`src/rtl/zone_tracker_pkg.sv`:
```
// Shared geometry defaults and elaboration-time helpers for the zone tracker.
package zone_tracker_pkg;

    localparam int DEF_SCREEN_WIDTH  = 1280;
    localparam int DEF_SCREEN_HEIGHT = 720;
    localparam int DEF_COLS          = 4;
    localparam int DEF_ROWS          = 2;
    localparam int DEF_COORD_W       = 12;
    localparam int DEF_STABLE_FRAMES = 3;

    // Streak counter is wide enough for the largest legal STABLE_FRAMES (255).
    localparam int CNT_W = 8;

    // Ceiling log2 for constant expressions.
    function automatic int clog2(input int v);
        int r;
        r = 0;
        for (int i = 0; i < 31; i++) begin
            if ((1 << i) < v) r = i + 1;
        end
        return r;
    endfunction

    // Index width that never collapses to zero bits.
    function automatic int clog2_min1(input int v);
        return (clog2(v) < 1) ? 1 : clog2(v);
    endfunction

endpackage

```
`src/rtl/axis_quantizer.sv`:
```
// Maps one coordinate to a grid index using constant thresholds floor(c*LEN/DIV).
module axis_quantizer
    import zone_tracker_pkg::*;
#(
    parameter int LEN     = DEF_SCREEN_WIDTH,
    parameter int DIV     = DEF_COLS,
    parameter int COORD_W = DEF_COORD_W,
    localparam int IDX_W  = clog2_min1(DIV)
) (
    input  logic [COORD_W-1:0] coord_i,
    output logic [IDX_W-1:0]   idx_o
);

    logic [31:0] coord_ext;
    assign coord_ext = 32'(coord_i);

    // Comparator chain: the highest threshold crossed wins; thresholds fold to constants.
    always_comb begin
        idx_o = '0;
        for (int c = 1; c < DIV; c++) begin
            if (coord_ext >= 32'((c * LEN) / DIV)) idx_o = IDX_W'(c);
        end
    end

endmodule

```
`src/rtl/zone_tracker.sv`:
```
// Centroid-to-zone tracker: stage 1 quantizes each sample to a raw zone,
// stage 2 debounces raw zones and commits a zone after a stable streak.
module zone_tracker
    import zone_tracker_pkg::*;
#(
    parameter int SCREEN_WIDTH  = DEF_SCREEN_WIDTH,
    parameter int SCREEN_HEIGHT = DEF_SCREEN_HEIGHT,
    parameter int COLS          = DEF_COLS,
    parameter int ROWS          = DEF_ROWS,
    parameter int COORD_W       = DEF_COORD_W,
    parameter int STABLE_FRAMES = DEF_STABLE_FRAMES,
    localparam int ZONE_W       = clog2_min1(COLS * ROWS)
) (
    input  logic               clk,
    input  logic               rst,
    input  logic [COORD_W-1:0] x_avg,
    input  logic [COORD_W-1:0] y_avg,
    input  logic               coord_valid,
    output logic [ZONE_W-1:0]  raw_zone,
    output logic               raw_valid,
    output logic               out_of_range,
    output logic [ZONE_W-1:0]  zone,
    output logic               zone_valid,
    output logic               zone_changed
);

    localparam int COL_W = clog2_min1(COLS);
    localparam int ROW_W = clog2_min1(ROWS);
    localparam logic [CNT_W-1:0] STABLE = CNT_W'(STABLE_FRAMES);

    logic [COL_W-1:0]  col_idx;
    logic [ROW_W-1:0]  row_idx;
    logic [ZONE_W-1:0] zone_calc;
    logic              in_range;

    // Stage 1 state
    logic [ZONE_W-1:0] raw_zone_q, raw_zone_d;
    logic              raw_valid_q, raw_valid_d;
    logic              oor_q, oor_d;

    // Stage 2 state
    logic [ZONE_W-1:0] cand_q, cand_d;
    logic [CNT_W-1:0]  cnt_q, cnt_d;
    logic [ZONE_W-1:0] zone_q, zone_d;
    logic              zone_valid_q, zone_valid_d;
    logic              zone_changed_q, zone_changed_d;

    axis_quantizer #(.LEN(SCREEN_WIDTH), .DIV(COLS), .COORD_W(COORD_W)) u_xq (
        .coord_i (x_avg),
        .idx_o   (col_idx)
    );

    axis_quantizer #(.LEN(SCREEN_HEIGHT), .DIV(ROWS), .COORD_W(COORD_W)) u_yq (
        .coord_i (y_avg),
        .idx_o   (row_idx)
    );

    assign in_range  = (32'(x_avg) < 32'(SCREEN_WIDTH)) && (32'(y_avg) < 32'(SCREEN_HEIGHT));
    assign zone_calc = ZONE_W'(row_idx) * ZONE_W'(COLS) + ZONE_W'(col_idx);

    // Stage 1: latch the raw zone for in-range samples, flag the rest as out of range.
    always_comb begin
        raw_zone_d  = raw_zone_q;
        raw_valid_d = 1'b0;
        oor_d       = 1'b0;
        if (coord_valid) begin
            if (in_range) begin
                raw_zone_d  = zone_calc;
                raw_valid_d = 1'b1;
            end else begin
                oor_d = 1'b1;
            end
        end
    end

    // Stage 2: extend or restart the streak, commit when it reaches STABLE_FRAMES.
    always_comb begin
        cand_d         = cand_q;
        cnt_d          = cnt_q;
        zone_d         = zone_q;
        zone_valid_d   = zone_valid_q;
        zone_changed_d = 1'b0;
        if (oor_q) begin
            // An out-of-range frame breaks the streak but keeps the candidate.
            cnt_d = '0;
        end else if (raw_valid_q) begin
            if (raw_zone_q == cand_q && cnt_q != '0) begin
                cnt_d = (cnt_q < STABLE) ? cnt_q + CNT_W'(1) : cnt_q;
            end else begin
                cand_d = raw_zone_q;
                cnt_d  = CNT_W'(1);
            end
            // A saturated streak on the committed zone must not re-pulse.
            if (cnt_d == STABLE && (cand_d != zone_q || !zone_valid_q)) begin
                zone_d         = cand_d;
                zone_valid_d   = 1'b1;
                zone_changed_d = 1'b1;
            end
        end
    end

    // Pipeline registers; reset drops any sample in flight.
    always_ff @(posedge clk or posedge rst) begin
        if (rst) begin
            raw_zone_q     <= '0;
            raw_valid_q    <= 1'b0;
            oor_q          <= 1'b0;
            cand_q         <= '0;
            cnt_q          <= '0;
            zone_q         <= '0;
            zone_valid_q   <= 1'b0;
            zone_changed_q <= 1'b0;
        end else begin
            raw_zone_q     <= raw_zone_d;
            raw_valid_q    <= raw_valid_d;
            oor_q          <= oor_d;
            cand_q         <= cand_d;
            cnt_q          <= cnt_d;
            zone_q         <= zone_d;
            zone_valid_q   <= zone_valid_d;
            zone_changed_q <= zone_changed_d;
        end
    end

    assign raw_zone     = raw_zone_q;
    assign raw_valid    = raw_valid_q;
    assign out_of_range = oor_q;
    assign zone         = zone_q;
    assign zone_valid   = zone_valid_q;
    assign zone_changed = zone_changed_q;

endmodule

```
`config.mk`:
```
export PLATFORM = sky130hd
export DESIGN_NAME = zone_tracker
export DESIGN_NICKNAME = d
export VERILOG_FILES = /design/src/rtl/zone_tracker_pkg.sv /design/src/rtl/axis_quantizer.sv /design/src/rtl/zone_tracker.sv
export SDC_FILE = /design/constraint.sdc
export NUM_CORES = 1
export LEC_CHECK = 0
export CORE_MARGIN = 2
export CORE_UTILIZATION = 30
export DETAILED_ROUTE_END_ITERATION = 8
export PLACE_DENSITY_LB_ADDON = 0.05
export SLEW_MARGIN = 15
export SYNTH_ARGS = -nofsm -noshare
export SYNTH_HDL_FRONTEND = slang
export SYNTH_SLANG_ARGS = --single-unit
```
`constraint.sdc`:
```
create_clock -name clk -period 2.2 [get_ports clk]
set_input_delay 0.55 -clock clk [delete_from_list [all_inputs] [get_ports clk]]
set_output_delay 0.55 -clock clk [all_outputs]
set_load 0.02 [all_outputs]
```
# After elaboration in Yosys (flattened, before gate mapping)
# Index checks and enable logic that the tools add are counted.
# totals
ff_bits	21
output_inout_bits	10
wordCells	51
in_bits	27
# classes
bitwise	1
reduce_logical	10
eq_ne	3
n_addsub	2
n_mux	20
order_cmp	7
# op_table
operator	count
two-way mux 8 bit	6
>= comparator 12 x 10 -> 1 bit, second input constant	2
>= comparator 12 x 9 -> 1 bit, second input constant	2
< comparator 12 x 10 -> 1 bit, second input constant	1
< comparator 12 x 11 -> 1 bit, second input constant	1
two-way mux 1 bit	9
two-way mux 3 bit	3
adder 8 x 1 -> 8 bit, second input constant	1
equality test 8 x 2 -> 1 bit, second input constant	1
< comparator 8 x 2 -> 1 bit, second input constant	1
nonzero test 8 bit	1
two-way mux 2 bit	2
AND reduction 2 bit	2
adder 3 x 2 -> 3 bit	1
equality test 3 bit	1
logical AND 1 bit	3
inequality test 3 bit	1
AND reduction 3 bit	1
nonzero test 2 bit	1
zero test 1 bit	1
logical OR 1 bit	1
NOT 1 bit	1

# Depth between registers and ports, before layout
# Gate-level depths: netlist of the first run.
# depth
depth_word	11
depth_mapped	7
depth_no_buf	7

# Hierarchy
# Synthesis of the first run repeated with hierarchy kept, for this count alone.
# unflattened
cells_unflattened	89
area_unflattened_um2	1082.3
# modules_own_cells
mod	seq_area_each_um2	cells_each	area_each_um2	instances
zone_tracker	525.5	79	1011.0	1
axis_quantizer (u_xq)	0.0	7	43.8	1
axis_quantizer (u_yq)	0.0	3	27.5	1

# Worst setup path before layout of the first run
# No wires, ideal clock.
# synth_path
path_type	register to register
start	reg cnt_q[0]
end	reg zone_q[0], in the netlist zone[0]
required_ns	2.075
path_buffers	0
path_stages_with_launch	7
setup_ns	0.125
setup_slack_ns	0.254
arrival_ns	1.822
synth_period_minus_slack_ns	1.946
path_cell_list	dfrtp_1 -> ha_1 -> nor3_1 -> nand3_2 -> a2111oi_4 -> o2111ai_2 -> mux2_2
# synth_between
elab_chain_len	9
elab_cells_between_ends	16
classes_between	add/sub (1); order compare (1); eq/ne (2); mux (7); reduce/logical (5)
# synth_rtl
element	line_no	source
start: declaration	zone_tracker.sv:43	logic [CNT_W-1:0] cnt_q, cnt_d;
start signal: assignment	zone_tracker.sv:118	cnt_q <= cnt_d;
parallel branches: the longest is 9 deep, another holds adder 8 x 1 -> 8 bit	n/a	
end signal: assignment	zone_tracker.sv:119	zone_q <= zone_d;
end: declaration	zone_tracker.sv:44	logic [ZONE_W-1:0] zone_q, zone_d;
# Parallel ways; which one is timed is not known. The select of a mux whose other input is x is not followed.
# A chain may end at the register's enable or synchronous reset.

# Final worst setup path of the first run
# Same ends and word-level chain as after synthesis.

==> results by group, run 1 <==
Run status
  • Outcome: completed

Clock tree
  • Worst-path clk slew: 110 ps
  • CTS Root Cell: clkbuf_4
  • Clock Latency Late Sink: 310 ps
  • Clock sink total: 21
  • H-tree levels: 1
  • Total CTS buffers: 3
  • CTS Buffer Depth: 2
  • CTS Hold Bufs: 0
  • CTS tree: done

Placement
  • Placed Instance Area: 0.001444 mm2
  • IO Port Bufs: 27
  • Placer congestion estimate: 0.8463
  • Post-DP HPWL: 1.587 mm

Power
  • Pleak: 0.0006443 uW
  • Pwr Density: 587.5 mW/mm2
  • Worst vdd ir: 230.3 uV

Min path
  • Hold Crit Depth: 1
  • Hold WC Path Type: flop to flop
  • Worst Hold Launch: zone_valid
  • Hold EP: zone_valid

Setup path
  • FF-to-FF End: zone[0]
  • R2R depth: 6
  • Crit start category: flop
  • Crit Path Max Fanout: 5
  • WP data arrival: 2230 ps
  • FF-to-FF Start: cnt_q[0]
  • Required time worst endpoint: 2400 ps
  • Worst Setup End Kind: flop
  • Worst Path Class, Setup: flop to flop
  • R2R setup slack: 180 ps

Route
  • DRT Pass-1 Iters: 4
  • Drt wl/cell: 11.34 um
  • Drt via density: 4.633
  • Antenna Violating Nets Remaining: 0
  • Final WL: 2.007 mm
  • Via count: 820
  • DRC: 0
  • Iter 0 DRT Violations: 57

Layout
  • Proportion of layout cells with a drive suffix above 1: 0.1832
  • Nets: 161
  • Most frequent cells in the layout: clkdlybuf4s50_1 (27), dfrtp_1 (21), mux2_2 (9)
  • Multi-input gate area: 520.5 um2
  • Fill count: 354
  • Design area: 0.001475 mm2
  • Leading cell type in the layout, fill and taps excluded: clkdlybuf4s50_1
  • Area growth, synth to finish: 38.71%
  • Sequential cell area: 525.5 um2
  • ANT cells: 0
  • Final core utilization: 0.4386

Die
  • Core ar.: 0.003363 mm2
  • DIE AREA: 0.004037 mm2
  • Chip Height: 63.54 um
  • FP Rows: 21
  • Die W: 63.54 um
  • Total I/O pin count: 37
  • Starting Density: 0.3162

GRT
  • Vias in the first global route: 853
  • Initial antenna violation count: 0
  • Largest net degree at the start of global routing: 22
  • GRT Overall Usage: 0.1096
  • Global-route wire length before repair: 3.429 mm
  • Gr ovfl total: 0

Yosys
  • Yosys warning total: 0
  • Sequential-to-total area share from yosys stat: 0.4941
  • Synthesized area per cell: 11.44 um2
  • Synth cell types: 27
  • Syn Std Cell Area: 0.001064 mm2
  • Gate Count Post-Synth: 93
  • Post-synth net total: 122
  • Seq cells post-synth: 21

Timing
  • Clock Skew: 5.315 ps
  • Fin crit period: 2022 ps
  • Final setup vio count: 0
  • Slew margin rel.: 0.7622
  • Final critical-path share of the clock period: 0.9193
  • Fin Setup TNS: 0 ps
  • Worst-Margin Slew: 355.4 ps
  • F_max: 0.4945 GHz
  • RSZ-0062 raised after global routing: no
  • Hold violation total from the final report: 0
  • Slew Viols, Final: 0

Job
  • Max_cap viols: 0
==> worst max path at each step <==
stage / cells past startpoint / startpoint / to / slack (ps)
floorplan: 6 / cnt_q[0] / zone[0] / 250
global placement: 6 / cnt_q[1] / zone[0] / 100
detailed placement: 6 / cnt_q[0] / zone[0] / 90
CTS: 6 / cnt_q[0] / zone[0] / 70
global route: 6 / cnt_q[0] / zone[0] / 30
finish: 6 / cnt_q[0] / zone[0] / 180
==> critical path, stage by stage (launching register included) <==
cell and delay, ps:
dfrtp_1 410, ha_1 250, nor3_2 190, nand3_2 120, a2111oi_4 350, o2111ai_2 270, mux2_2 320
==> sequential cells by signal (all words and copies together), names as in the netlist <==
signal / count
cand_q: 3
zone_changed: 1
out_of_range: 1
zone: 3
cnt_q: 8
raw_valid: 1
zone_valid: 1
raw_zone: 3
==> stage by stage <==
step	instances	hold WS, ps	power, uW	setup WS [ps]
after CTS	177	519.7	882.8	72.75
after floorplan	93	476.1	570.9	253.6
final	177	511.2	866.6	177.6
after detailed placement	173	492.6	690.3	85.75
after global routing	177	550.9	927.8	31.25
after global placement	173	481.2	687.3	95.82
==> where the power goes <==
part           switching (uW)  leakage, uW  total, uW  internal, uW
Combinational             106     0.000350        240           134
Sequential               21.8     0.000279        439           417
Clock                     117    0.0000150        188          70.9
==> layout make-up <==
| type | instances | area share |
|---|---|---|
| multi-input combinational | 66 | 0.3528 |
| clock buffer | 4 | 0.01781 |
| timing repair buffer | 34 | 0.2188 |
| sequential | 21 | 0.3562 |
| tap | 46 | 0.03902 |
| inverter | 6 | 0.01527 |
==> timing repair <==
action | CTS | global route
buffers inserted | 0 | 0
setup endpoints to repair | 0 | 3
gates resized for setup | 0 | 1
hold endpoints to repair | 0 | 0
==> per-layer routing <==
| metal | vias to the layer above | wire length [um] | share of wire | GRT usage |
|---|---|---|---|---|
| met5 | - | 0 | 0 | 0 |
| met4 | 0 | 46 | 0.023 | 0.06250 |
| met3 | 5 | 108 | 0.054 | 0.02679 |
| met2 | 26 | 987 | 0.49 | 0.1947 |
| met1 | 381 | 865 | 0.43 | 0.1173 |
| li1 | 408 | - | - | - |
==> Yosys cell counts, drive strengths merged <==
master / number / area, um2
mux2: 9 / 101.4
inv: 6 / 22.52
maj3: 1 / 10.01
a41oi: 1 / 8.760
a2111oi: 1 / 27.53
nand3: 2 / 15.01
o21ai: 4 / 20.02
nor3: 4 / 20.02
a31oi: 2 / 12.51
nor2: 6 / 22.52
nor2b: 2 / 12.51
a21o: 2 / 15.01
o2111ai: 1 / 15.01
nand2b: 2 / 12.51
a21oi: 3 / 15.01
nand2: 4 / 15.01
a211oi: 1 / 7.510
dfrtp: 21 / 525.5
xnor2: 6 / 52.55
o211a: 2 / 20.02
and2: 6 / 37.54
o311ai: 1 / 8.760
ha: 2 / 25.02
nor4: 1 / 21.27
and3: 2 / 12.51
o21a: 1 / 7.510
==> cells by family after synthesis <==
family / Yosys count / synth area share
and+or+nand+nor: 29 / 0.1588
DFF: 21 / 0.4941
AOI/OAI and AO/OA: 19 / 0.1482
muxes: 9 / 0.09530
xor gates and xnor gates: 6 / 0.04941
buffers and inverters: 6 / 0.02117
adders and majority gates: 3 / 0.03294
No activity file was read; power rests on OpenSTA's default activity.
==> inputs of run 2 (changes only) <==
--- a/config.mk
+++ b/config.mk
@@ -5,8 +5,9 @@
 export SDC_FILE = /design/constraint.sdc
 export NUM_CORES = 1
 export LEC_CHECK = 0
+export CAP_MARGIN = 20
 export CORE_MARGIN = 2
-export CORE_UTILIZATION = 30
+export CORE_UTILIZATION = 44
 export DETAILED_ROUTE_END_ITERATION = 8
 export PLACE_DENSITY_LB_ADDON = 0.05
 export SLEW_MARGIN = 15
==> run 2 against run 1 <==
Power is 3.3% lower. Wire length shrank 3.5%. First-iteration DRC count decreased by 82%. Worst hold slack got worse by 8.2 ps. Largest power group unchanged. Largest cell class unchanged. Count of clock-buffer cells in the layout is 1 lower.
==> results by group, run 2 (same netlist as run 1, synthesis figures left out) <==
Power
  • Pwr Density: 585.6 mW/mm2
  • Worst vdd ir: 352.7 uV
  • Pleak: 0.0006332 uW

GRT
  • Global route hottest layer: met2
  • Largest net degree at the start of global routing: 22
  • M2 GR Usage: 0.2854
  • Gr ovfl total: 0
  • GRT Overall Usage: 0.1698
  • Global-route wire length before repair: 3.367 mm
  • Initial antenna violation count: 0
  • Vias in the first global route: 820
  • Met1 usage: 0.1939
  • Met3 Use GR: 0.03955

Clock tree
  • Total CTS buffers: 3
  • Clock Latency Late Sink: 310 ps
  • Setup bufs post-CTS: 0
  • H-tree levels: 1
  • Clock sink total: 21
  • CTS Buffer Depth: 2
  • CTS Root Cell: clkbuf_4
  • CTS tree: done
  • Worst-path clk slew: 110 ps

Layout
  • Area growth, synth to finish: 34.59%
  • Biggest register: cnt_q
  • Most frequent cells in the layout: clkdlybuf4s50_1 (27), dfrtp_1 (21), mux2_2 (9)
  • Final std cells w/o fill: 156
  • Nets: 158
  • Fill count: 215
  • Proportion of layout cells with a drive suffix above 1: 0.1719
  • Max reg flops: 8
  • Leading cell type in the layout, fill and taps excluded: clkdlybuf4s50_1
  • ANT cells: 0

Route
  • DRC: 0
  • DRT Pass-1 Iters: 2
  • Drt wl/cell: 12.41 um
  • Antenna Violating Nets Remaining: 0
  • Drt via density: 5.199
  • Iter 0 DRT Violations: 10
  • Via count: 811
  • Final WL: 1.936 mm

Timing
  • Final critical-path share of the clock period: 0.9090
  • Final setup vio count: 0
  • Clock Skew: 5.602 ps
  • RSZ-0062 raised after global routing: no
  • Fin crit period: 2000 ps
  • Worst-Margin Slew: 355.3 ps
  • F_max: 0.5000 GHz
  • Slew margin rel.: 0.7622
  • Slew Viols, Final: 0
  • Fin Setup TNS: 0 ps
  • Hold violation total from the final report: 0

Setup path
  • Crit path from: cnt_q[1]
  • Worst Path Class, Setup: flop to flop
  • Required time worst endpoint: 2410 ps
  • Capture point of the critical path: zone[2]
  • Crit start category: flop
  • Worst Setup End Kind: flop
  • FF-to-FF Start: cnt_q[1]
  • FF-to-FF End: zone[2]
  • R2R setup slack: 200 ps
  • Crit Path Max Fanout: 5
  • R2R depth: 6
  • WP data arrival: 2210 ps

Placement
  • Post-DP HPWL: 1.594 mm
  • Placer congestion estimate: 0.7814
  • IO Port Bufs: 27
  • Inst Count DP: 152

Die
  • Total I/O pin count: 37
  • Chip Height: 53.17 um
  • FP Rows: 17
  • DIE AREA: 0.002827 mm2
  • Starting Density: 0.4717
  • Core ar.: 0.002255 mm2
  • Die W: 53.17 um

Min path
  • Hold Crit Depth: 1
  • Hold WC Path Type: flop to flop

Run status
  • Outcome: completed

Job
  • Max_cap viols: 0
run 2: cell count changes in the layout (fill, tap and decap cells not counted):
cell	delta
clkinv_2	+1
clkbuf_1	-1
buf_4	-3
run 2: power breakdown:
group          total (uW)  switching, uW  internal, uW
logic                 199           84.3           115
clock network         185            117          68.0
registers             455           37.5           417
total                 838            238           600
run 2: worst min path at each step:
stage,start,end
floorplan,cnt_q[1],cnt_q[1]
global placement,zone_valid,zone_valid
detailed placement,zone_valid,zone_valid
CTS,zone_valid,zone_valid
global route,cnt_q[1],cnt_q[1]
finish,zone_valid,zone_valid
run 2: layout make-up:
cell class,count,area [um2],area share
multi-input combinational,66,520.5,0.3636
sequential,21,525.5,0.3671
timing repair buffer,31,300.3,0.2098
clock inverter,1,5.005,0.003497
inverter,6,22.52,0.01573
clock buffer,3,22.52,0.01573
tap,28,35.03,0.02448
run 2: critical path: stages, from the launching register on:
cell and delay (ps):
dfrtp_1 420, ha_1 230, nor3_2 180, nand3_2 120, a2111oi_4 360, o2111ai_2 270, mux2_2 330
run 2: repair_timing:
action,4_1_cts,5_1_grt
gates resized for setup,0,1
hold buffers,0,0
setup endpoints to repair,0,3
run 2: through the flow:
| step | hold slack [ps] | util | setup slack [ps] | area (um2) | power (uW) |
|---|---|---|---|---|---|
| after global placement | 479.7 | 0.6204 | 140.6 | 1399 | 656.9 |
| after floorplan | 476.1 | - | 253.6 | 1064 | 570.9 |
| final | 502.9 | 0.6349 | 200.2 | 1431 | 838.2 |
| after CTS | 511.0 | 0.6326 | 82.86 | 1426 | 850.1 |
| after detailed placement | 482.3 | 0.6204 | 91.11 | 1399 | 666.2 |
| after global routing | 546.4 | 0.6349 | 53.11 | 1431 | 885.5 |
run 2: metal layers:
| layer | vias up | wire, um | part of all wire |
|---|---|---|---|
| li1 | 403 | - | - |
| met1 | 380 | 814 | 0.42 |
| met2 | 24 | 954 | 0.49 |
| met3 | 4 | 113 | 0.058 |
| met4 | 0 | 53 | 0.027 |
| met5 | - | 0 | 0 |
